`src/rtl/ddr_pkg.sv`:
```
// Shared state encoding, command opcode and requester indices for the DDR read scheduler.
package ddr_pkg;

  typedef enum logic [1:0] {
    ST_IDLE  = 2'd0,
    ST_ISSUE = 2'd1,
    ST_GAP   = 2'd2
  } state_e;

  localparam logic [2:0] CMD_READ = 3'b001;

  localparam int   NUM_REQ = 2;
  localparam logic REQ_VGA = 1'b0;
  localparam logic REQ_USB = 1'b1;

endpackage

```
`src/rtl/ddr_rd_sched_if.sv`:
```
// DDR command-port bundle between the read scheduler (master) and the memory controller (slave).
interface ddr_rd_sched_if #(
  parameter int ADDR_W = 30
);

  logic              cmd_full;
  logic              cmd_en;
  logic [2:0]        cmd_instr;
  logic [5:0]        cmd_bl;
  logic [ADDR_W-1:0] cmd_addr;

  modport master (
    input  cmd_full,
    output cmd_en, cmd_instr, cmd_bl, cmd_addr
  );

  modport slave (
    output cmd_full,
    input  cmd_en, cmd_instr, cmd_bl, cmd_addr
  );

endinterface

```
`src/rtl/ddr_addr_gen.sv`:
```
// Per-requester burst pointer: rewinds to BASE on set, otherwise steps by STEP and wraps at
// BASE+FRAME_BYTES.
module ddr_addr_gen #(
  parameter int                ADDR_W      = 30,
  parameter logic [ADDR_W-1:0] BASE        = '0,
  parameter int                STEP        = 512,
  parameter int                FRAME_BYTES = 1843200
) (
  input  logic              clk,
  input  logic              rst,
  input  logic              set,
  input  logic              adv,
  output logic [ADDR_W-1:0] ptr
);

  // One extra bit so the wrap compare cannot overflow near the top of the address space.
  localparam logic [ADDR_W:0] LIMIT = (ADDR_W+1)'(BASE) + (ADDR_W+1)'(FRAME_BYTES);

  logic [ADDR_W-1:0] ptr_q, ptr_d;
  logic [ADDR_W:0]   nxt;

  // NOTE: every always_comb output gets a default first so no path can infer a latch.
  always_comb begin
    nxt   = (ADDR_W+1)'(ptr_q) + (ADDR_W+1)'(STEP);
    ptr_d = ptr_q;
    if (set) begin
      ptr_d = BASE;
    end else if (adv) begin
      ptr_d = (nxt >= LIMIT) ? BASE : nxt[ADDR_W-1:0];
    end
  end

  // NOTE: state flops use non-blocking assignments so all flops update together on the edge.
  always_ff @(posedge clk or posedge rst) begin
    if (rst) ptr_q <= BASE;
    else     ptr_q <= ptr_d;
  end

  assign ptr = ptr_q;

endmodule

```
`src/rtl/ddr_rd_sched.sv`:
```
// Two-requester (VGA, USB) DDR read-burst scheduler with IDLE/ISSUE/GAP command pacing.
// Define DDR_RD_SCHED_RR_EN for round-robin arbitration; default is fixed VGA priority.
module ddr_rd_sched
  import ddr_pkg::*;
#(
  parameter int                ADDR_W      = 30,
  parameter int                BURST_LEN   = 64,
  parameter logic [ADDR_W-1:0] VGA_BASE    = '0,
  parameter logic [ADDR_W-1:0] USB_BASE    = '0,
  parameter int                FRAME_BYTES = 1843200
) (
  input  logic           vga_clk,
  input  logic           vga_rst,
  input  logic           vga_req,
  input  logic           vga_addr_set,
  input  logic           usb_req,
  input  logic           usb_addr_set,
  ddr_rd_sched_if.master cmd,
  output logic           vga_gnt,
  output logic           usb_gnt,
  output logic           busy,
  output logic           drop_err
);

  state_e             state_q, state_d;
  logic               win_q, win_d;
  logic               pick, issue;
  logic               drop_q, drop_d;
  logic [NUM_REQ-1:0] pend_q, pend_d;
  logic [NUM_REQ-1:0] req, set, adv;
  logic [ADDR_W-1:0]  vga_ptr, usb_ptr;

  always_comb begin
    req          = '0;
    set          = '0;
    adv          = '0;
    req[REQ_VGA] = vga_req;
    req[REQ_USB] = usb_req;
    set[REQ_VGA] = vga_addr_set;
    set[REQ_USB] = usb_addr_set;
    adv[REQ_VGA] = issue && (win_q == REQ_VGA);
    adv[REQ_USB] = issue && (win_q == REQ_USB);
  end

  // A req in its own grant cycle re-arms instead of dropping; addr_set overrides everything.
  always_comb begin
    pend_d = pend_q;
    drop_d = drop_q;
    for (int i = 0; i < NUM_REQ; i++) begin
      if (adv[i]) pend_d[i] = 1'b0;
      if (req[i]) begin
        if (pend_q[i] && !adv[i]) drop_d = 1'b1;
        pend_d[i] = 1'b1;
      end
      if (set[i]) pend_d[i] = 1'b0;
    end
  end

`ifdef DDR_RD_SCHED_RR_EN
  logic last_q, last_d;

  always_comb begin
    last_d = last_q;
    if (issue) last_d = win_q;
  end

  // Token starts at USB so VGA takes the first contested slot.
  always_ff @(posedge vga_clk or posedge vga_rst) begin
    if (vga_rst) last_q <= REQ_USB;
    else         last_q <= last_d;
  end

  assign pick = (pend_q[REQ_VGA] && pend_q[REQ_USB]) ? ~last_q
              : (pend_q[REQ_VGA] ? REQ_VGA : REQ_USB);
`else
  assign pick = pend_q[REQ_VGA] ? REQ_VGA : REQ_USB;
`endif

  always_comb begin
    state_d = state_q;
    win_d   = win_q;
    issue   = 1'b0;
    case (state_q)
      ST_IDLE: begin
        if (|pend_q) begin
          state_d = ST_ISSUE;
          win_d   = pick;
        end
      end
      ST_ISSUE: begin
        if (!cmd.cmd_full) begin
          issue   = 1'b1;
          state_d = ST_GAP;
        end
      end
      ST_GAP:  state_d = ST_IDLE;
      default: state_d = ST_IDLE;
    endcase
  end

  always_ff @(posedge vga_clk or posedge vga_rst) begin
    if (vga_rst) begin
      state_q <= ST_IDLE;
      win_q   <= REQ_VGA;
      pend_q  <= '0;
      drop_q  <= 1'b0;
    end else begin
      state_q <= state_d;
      win_q   <= win_d;
      pend_q  <= pend_d;
      drop_q  <= drop_d;
    end
  end

  ddr_addr_gen #(
    .ADDR_W     (ADDR_W),
    .BASE       (VGA_BASE),
    .STEP       (BURST_LEN * 8),
    .FRAME_BYTES(FRAME_BYTES)
  ) u_vga_addr (
    .clk(vga_clk), .rst(vga_rst), .set(set[REQ_VGA]), .adv(adv[REQ_VGA]), .ptr(vga_ptr)
  );

  ddr_addr_gen #(
    .ADDR_W     (ADDR_W),
    .BASE       (USB_BASE),
    .STEP       (BURST_LEN * 8),
    .FRAME_BYTES(FRAME_BYTES)
  ) u_usb_addr (
    .clk(vga_clk), .rst(vga_rst), .set(set[REQ_USB]), .adv(adv[REQ_USB]), .ptr(usb_ptr)
  );

  assign cmd.cmd_en    = issue;
  assign cmd.cmd_instr = CMD_READ;
  assign cmd.cmd_bl    = 6'(BURST_LEN - 1);
  assign cmd.cmd_addr  = (state_q != ST_ISSUE) ? '0
                       : ((win_q == REQ_USB) ? usb_ptr : vga_ptr);

  assign vga_gnt  = issue && (win_q == REQ_VGA);
  assign usb_gnt  = issue && (win_q == REQ_USB);
  assign busy     = (state_q != ST_IDLE) || (|pend_q);
  assign drop_err = drop_q;

endmodule

```
`src/flat_wrapper.sv`:
```
// flat-port wrapper written by rule: the top's interface ports become plain ports
module ddr_rd_sched_flat import ddr_pkg::*;
#(
  parameter int                ADDR_W      = 30,
  parameter int                BURST_LEN   = 64,
  parameter logic [ADDR_W-1:0] VGA_BASE    = '0,
  parameter logic [ADDR_W-1:0] USB_BASE    = '0,
  parameter int                FRAME_BYTES = 1843200
)
  (vga_clk, vga_rst, vga_req, vga_addr_set, usb_req, usb_addr_set, vga_gnt, usb_gnt, busy, drop_err, cmd_cmd_full, cmd_cmd_en, cmd_cmd_instr, cmd_cmd_bl, cmd_cmd_addr);
  ddr_rd_sched_if #(.ADDR_W(ADDR_W)) cmd_i ();
  input  logic vga_clk;
  input  logic vga_rst;
  input  logic vga_req;
  input  logic vga_addr_set;
  input  logic usb_req;
  input  logic usb_addr_set;
  output logic vga_gnt;
  output logic usb_gnt;
  output logic busy;
  output logic drop_err;
  input wire logic [$bits(cmd_i.cmd_full)-1:0] cmd_cmd_full;
  output wire logic [$bits(cmd_i.cmd_en)-1:0] cmd_cmd_en;
  output wire logic [$bits(cmd_i.cmd_instr)-1:0] cmd_cmd_instr;
  output wire logic [$bits(cmd_i.cmd_bl)-1:0] cmd_cmd_bl;
  output wire logic [$bits(cmd_i.cmd_addr)-1:0] cmd_cmd_addr;
  assign cmd_i.cmd_full = cmd_cmd_full;
  assign cmd_cmd_en = cmd_i.cmd_en;
  assign cmd_cmd_instr = cmd_i.cmd_instr;
  assign cmd_cmd_bl = cmd_i.cmd_bl;
  assign cmd_cmd_addr = cmd_i.cmd_addr;
  ddr_rd_sched #(.ADDR_W(ADDR_W), .BURST_LEN(BURST_LEN), .VGA_BASE(VGA_BASE), .USB_BASE(USB_BASE), .FRAME_BYTES(FRAME_BYTES)) u_core (.vga_clk(vga_clk), .vga_rst(vga_rst), .vga_req(vga_req), .vga_addr_set(vga_addr_set), .usb_req(usb_req), .usb_addr_set(usb_addr_set), .cmd(cmd_i), .vga_gnt(vga_gnt), .usb_gnt(usb_gnt), .busy(busy), .drop_err(drop_err));
endmodule
```
`config.mk`:
```
export PLATFORM = sky130hd
export DESIGN_NAME = ddr_rd_sched_flat
export DESIGN_NICKNAME = d
export VERILOG_FILES = /design/src/rtl/ddr_pkg.sv /design/src/rtl/ddr_rd_sched_if.sv /design/src/rtl/ddr_addr_gen.sv /design/src/rtl/ddr_rd_sched.sv /design/src/flat_wrapper.sv
export SDC_FILE = /design/constraint.sdc
export NUM_CORES = 1
export LEC_CHECK = 0
export ABC_AREA = 0
export CAP_MARGIN = 40
export CORE_AREA = 2 2 86 88
export DETAILED_ROUTE_END_ITERATION = 10
export DIE_AREA = 0 0 88 90
export PLACE_DENSITY = 0.75
export SLEW_MARGIN = 20
export SYNTH_ARGS = -nofsm -noshare
export SYNTH_HDL_FRONTEND = slang
export SYNTH_SLANG_ARGS = --single-unit
```
`constraint.sdc`:
```
create_clock -name vga_clk -period 2.56 [get_ports vga_clk]
set_input_delay 0.512 -clock vga_clk [delete_from_list [all_inputs] [get_ports vga_clk]]
set_output_delay 0.512 -clock vga_clk [all_outputs]
set_load 0.01 [all_outputs]
```
; Word level (Yosys, flattened, before mapping)
; Cells that the tools add are included.
[totals]
regBits = 66
output_inout_bits = 44
word_cells = 56
[op_classes]
add_sub_neg = 2
order_cmp = 2
n_eq_ne = 4
muxes = 24
bitwise = 1
reduce_logical = 16
[ops]
columns = operator, count
row1 = two-way mux 30 bit, 8
row2 = "adder 30 x 10 -> 31 bit, second input constant", 2
row3 = "greater-or-equal comparator 31 x 21 -> 1 bit, second input constant", 2
row4 = two-way mux 1 bit, 13
row5 = nonzero test 2 bit, 3
row6 = nonzero test 3 bit, 2
row7 = logical AND 1 bit, 4
row8 = two-way mux 2 bit, 2
row9 = "!= test 2 x 1 -> 1 bit, second input constant", 2
row10 = one-hot mux 2 bit (2 select lines), 1
row11 = AND reduction 2 bit, 2
row12 = "== test 2 x 1 -> 1 bit, second input constant", 1
row13 = zero test 1 bit, 2
row14 = zero test 2 bit, 1
row15 = "!= test 2 bit, second input constant", 1
row16 = OR reduction 2 bit, 1
row17 = logical OR 1 bit, 1
row18 = inverter 1 bit, 1

; Logic depth before layout (Yosys ltp)
[logic_depth]
depth_word = 9
depth_mapped = 10

; By module
; Synthesis repeated with hierarchy kept, for this count alone.
[hier_totals]
hier_cells = 419
area_unflattened_um2 = 3681.0
[modules_own_cells]
columns = mod, n_inst, cells_per_inst, area_each_um2, seq_area_each_um2
row1 = ddr_addr_gen, 2, 155, 1413.9, 525.5
row2 = ddr_rd_sched, 1, 109, 853.3, 150.1

; Least setup slack after synthesis
; Ideal clock, no wire load.
[synth_timing]
path_type = flip-flop to flip-flop
from = register u_core.u_usb_addr.ptr_q[9], in the netlist u_core.u_usb_addr.ptr[9]
to = register u_core.u_usb_addr.ptr_q[11], in the netlist u_core.u_usb_addr.ptr[11]
setup_ns = 0.064
arrival_ns = 2.447
t_required_ns = 2.496
setup_slack_ns = 0.049
path_stages_with_launch = 11
path_buffers = 2
path_cell_list = dfrtp_1 ha_1 and3_1 buf_6 or4_1 a22o_1 a221oi_2 o211ai_2 buf_6 nor3b_1 a21o_1
[synth_via]
elab_chain_len = 5
[synth_lines]
columns = item, line_no
row1 = from (decl), ddr_addr_gen.sv:19  ; logic [ADDR_W-1:0] ptr_q, ptr_d;
row2 = from (signal assigned), ddr_addr_gen.sv:36  ; else ptr_q <= ptr_d;
row3 = adder 30 x 10 -> 31 bit *, ddr_addr_gen.sv:24  ; nxt = (ADDR_W+1)'(ptr_q) + (ADDR_W+1)'(STEP);
row4 = greater-or-equal comparator 31 x 21 -> 1 bit, ddr_addr_gen.sv:29  ; ptr_d = (nxt >= LIMIT) ? BASE : nxt[ADDR_W-1:0];
row5 = two-way mux 30 bit *, ddr_addr_gen.sv:29
row6 = two-way mux 30 bit *, ddr_addr_gen.sv:28  ; end else if (adv) begin
row7 = two-way mux 30 bit *, ddr_addr_gen.sv:26  ; if (set) begin
; Mark *: on every way between the ends. The rest lies on a longest branch, timed or not. The select of a mux whose other input is x is not followed.
; A chain may end at the register's enable or synchronous reset.

; Worst setup path in the final report
[layout_timing]
from = register u_core.u_usb_addr.ptr_q[9], in the netlist u_core.u_usb_addr.ptr[9]
to = register u_core.u_usb_addr.ptr_q[20], in the netlist u_core.u_usb_addr.ptr[20]
; Same word-level chain as after synthesis.

==> out/results.ini <==
[run_status]
status=finished clean

[power_and_ir_drop]
power_mw=1.83
p_switching_mw=0.631
p_comb_frac=0.311
ir_worst_vdd_uv=289
seq_power_share=0.446
switching_share=0.345
power.internal_mw=1.20
cellLeakagePower_nw=1.84
p_clk_frac=0.243
power.density_nw_per_um2=459

[logic_synthesis]
ys_warn_count=0
yosysUniqueCellTypes=59
synthFlopType=dfrtp_1
synth_top_family_by_area=simple AND/OR/NAND/NOR gates
synthTopCellsByArea=dfrtp_1 36%, mux2i_1 6.6%, nor2_1 4.9%, buf_4 4.7%, and2_1 3.9%
ys_ff_latch=48
ys_seq_area_frac=0.358
synth.top_cell.area_share=0.358
syn_inst=382
synth-simple-area-share=0.306
syn-cell-area_sq_um=3350
ys_async_sr_fraction=1.00
synth_top_cell_by_area=dfrtp_1
synth_edf_count=0
syn_area_per_cell_sq_um=8.77
muxShareOfSynthArea=0.0657
synthAdderAreaFrac=0.00747
synth_xor_area_frac=0.0183
synth_compound_area_frac=0.154

[worst_hold_path]
hold_class=reg -> reg
hold_path.startpoint=u_core.state_q[1]
hold_depth=1
hold_end=u_core.state_q[0]

[grt]
track_usage=0.226
grt_max_degree=25
grt_pass1_wl_microns=14200
grt_pass1_vias=2846
antenna_found_initial=0
grt_overflow=0

[layout]
fin_area_sq_um=3980
fin_nets=442
synthToLayoutAreaGrowth_pct=18.8
layout-drive-gt1-share=0.157
post-route-util=0.567
n_antenna_cell=0

[timing]
maxSlewViolCount=0
maxSlewHeadroom=0.541
period_share=0.953
worst_pin_slew_ns=0.689
fin_crit_ns=2.44
fmax_mhz=410
skew_ns=0.0151
hold_viol=0
setup_violations=0
setup_ws_ns=0.121

[critical_path]
worstSetupEndpointType=flop
slowest_delay_ns=0.40
path_max_fanout=19
cp.required_ns=2.82
r2r-start=u_core.u_usb_addr.ptr[9]
cp_slowest_cell=or4_1
start_kind=flop
cp_data_arrival_time_ns=2.70
ff2ff_path_depth=9
critPathKind=reg -> reg
worst-r2r-setup-slack_ns=0.12
cp_cell_sequence=ha_1, and3_1, or4_1, a22o_1, a221oi_2, o211ai_2, buf_12, nor4_1, a21o_1
r2r_end=u_core.u_usb_addr.ptr[20]

[route]
viasPerCell=5.54
dr.first_iter.drc_count=228
wl_per_cell_microns=16.0
ant_nets=0
firstDrtPassIters=4
drc_errors=0
wl_microns=8490
vias=2946

[place]
dpl_cell_area_sq_um=3840
port_buffers=32
place.detailed.hpwl_microns=6360
finalWeightedCongestion=0.960
pre_cts_slack_ns=-0.111

[cts]
numCtsBuffers=5
tritoncts=done
cts_buffer_depth=2
clk_pin_slew_ns=0.10
postCtsHoldBufs=0
h-tree-depth=2
clockRootBuffer=clkbuf_8
clk_latency_ns=0.31
cts_sinks=48

[floorplanning]
start_util=0.477
die-area_sq_um=7920
ios=51
die_h_microns=90
die_w_microns=88
core_area_sq_um=7020
rows=31

[run]
max_cap_viol_count=0

## cell usage after synthesis (10+ instances only)
master	instances
dfrtp_1	48
nor2_1	44
nand2_1	33
mux2i_1	22
and2_1	21
buf_4	21
nand3_1	17
nor3_1	15
a21o_1	13
nand4_1	12
a21oi_1	10
clkbuf_1	10
## how the worst max path moves through the flow
stage                                end  depth (start not counted)  slack, ns                      start
2_1_floorplan  u_core.u_usb_addr.ptr[11]                         10       0.05   u_core.u_usb_addr.ptr[9]
3_3_place_gp                     usb_gnt                          6      -0.11               cmd_cmd_full
3_5_place_dp                     usb_gnt                          6      -0.11               cmd_cmd_full
4_1_cts                          usb_gnt                          6       0.02          u_core.state_q[1]
5_1_grt        u_core.u_vga_addr.ptr[11]                          8      -0.04  u_core.u_vga_addr.ptr[15]
6_report       u_core.u_usb_addr.ptr[20]                          9       0.12   u_core.u_usb_addr.ptr[9]
## layout by cell type (no fill, tap or decap), types with 7 or more instances in the layout
master and instances:
clkdlybuf4s50_1 30, nand3_1 17, nand2_1 33, a21oi_1 10
nor4_1 7, buf_4 33, and2_1 21, conb_1 18
mux2i_1 22, nand4_1 12, a21o_1 13, nor2_1 43
a211oi_2 7, dfrtp_1 48, nor3_1 14, o21ai_0 7
## layout make-up
type	count	area, sq um
timing repair buffer	68	612
sequential	48	1200
tap	99	124
multi-input combinational	305	1940
clock inverter	2	12.5
inverter	5	18.8
fill	627	3040
clock buffer	5	68.8
## sequential cells by signal (all words and copies together) (netlist names)
signal / flops
u_core.u_vga_addr.ptr: 21
u_core.drop_err: 1
u_core.state_q: 2
u_core.u_usb_addr.ptr: 21
u_core.pend_q: 2
u_core.win_q: 1
## cell families (layout without fill, tap and decap cells)
family	after synthesis	count (layout)
compound gates	66	66
fa+ha+maj	2	2
flops	48	48
mux	22	22
simple gates	190	190
buf+inv	45	80
other cells	2	18
xor+xnor	7	7
## timing repair
action,in CTS,in global routing
pin swaps,0,1
buffers inserted,0,3
resized for setup,3,6
endpoints found under the setup margin,2,13
## metrics by stage
stage | hold WS [ns] | TNS, ns | cells
final | 0.483 | 0 | 532
after floorplan | 0.426 | 0 | 398
after global placement | 0.445 | -0.724 | 520
after global routing | 0.490 | -0.126 | 532
after CTS | 0.485 | 0 | 529
after detailed placement | 0.465 | -1.00 | 522
## worst max-delay path, delay by kind of cell, from the launching register on
kind / cells / cell delay, ns
buffers and inverters: 1 / 0.19
flip-flops: 1 / 0.39
adder cells (fa/ha/maj): 1 / 0.25
AND/OR/NAND/NOR: 3 / 0.82
AO/OA/AOI/OAI: 4 / 0.74
## metal layers
metal	global-route usage	vias to the layer above	routed length, microns
met3	0.0358	13	444
met1	0.333	1394	4060
met2	0.337	97	3840
met5	0	-	0
li1	-	1442	-
met4	0.0718	0	147
## power groups by stage
| stage | logic [mW] | clock network (mW) | registers, mW |
|---|---|---|---|
| finish | 0.568 | 0.445 | 0.814 |
| global route | 0.613 | 0.483 | 0.818 |
| CTS | 0.559 | 0.453 | 0.814 |
| detailed placement | 0.553 | 0 | 0.829 |
| global placement | 0.533 | 0 | 0.826 |
| floorplan | 0.376 | 0 | 0.828 |
(Power assumes the default switching activity.)
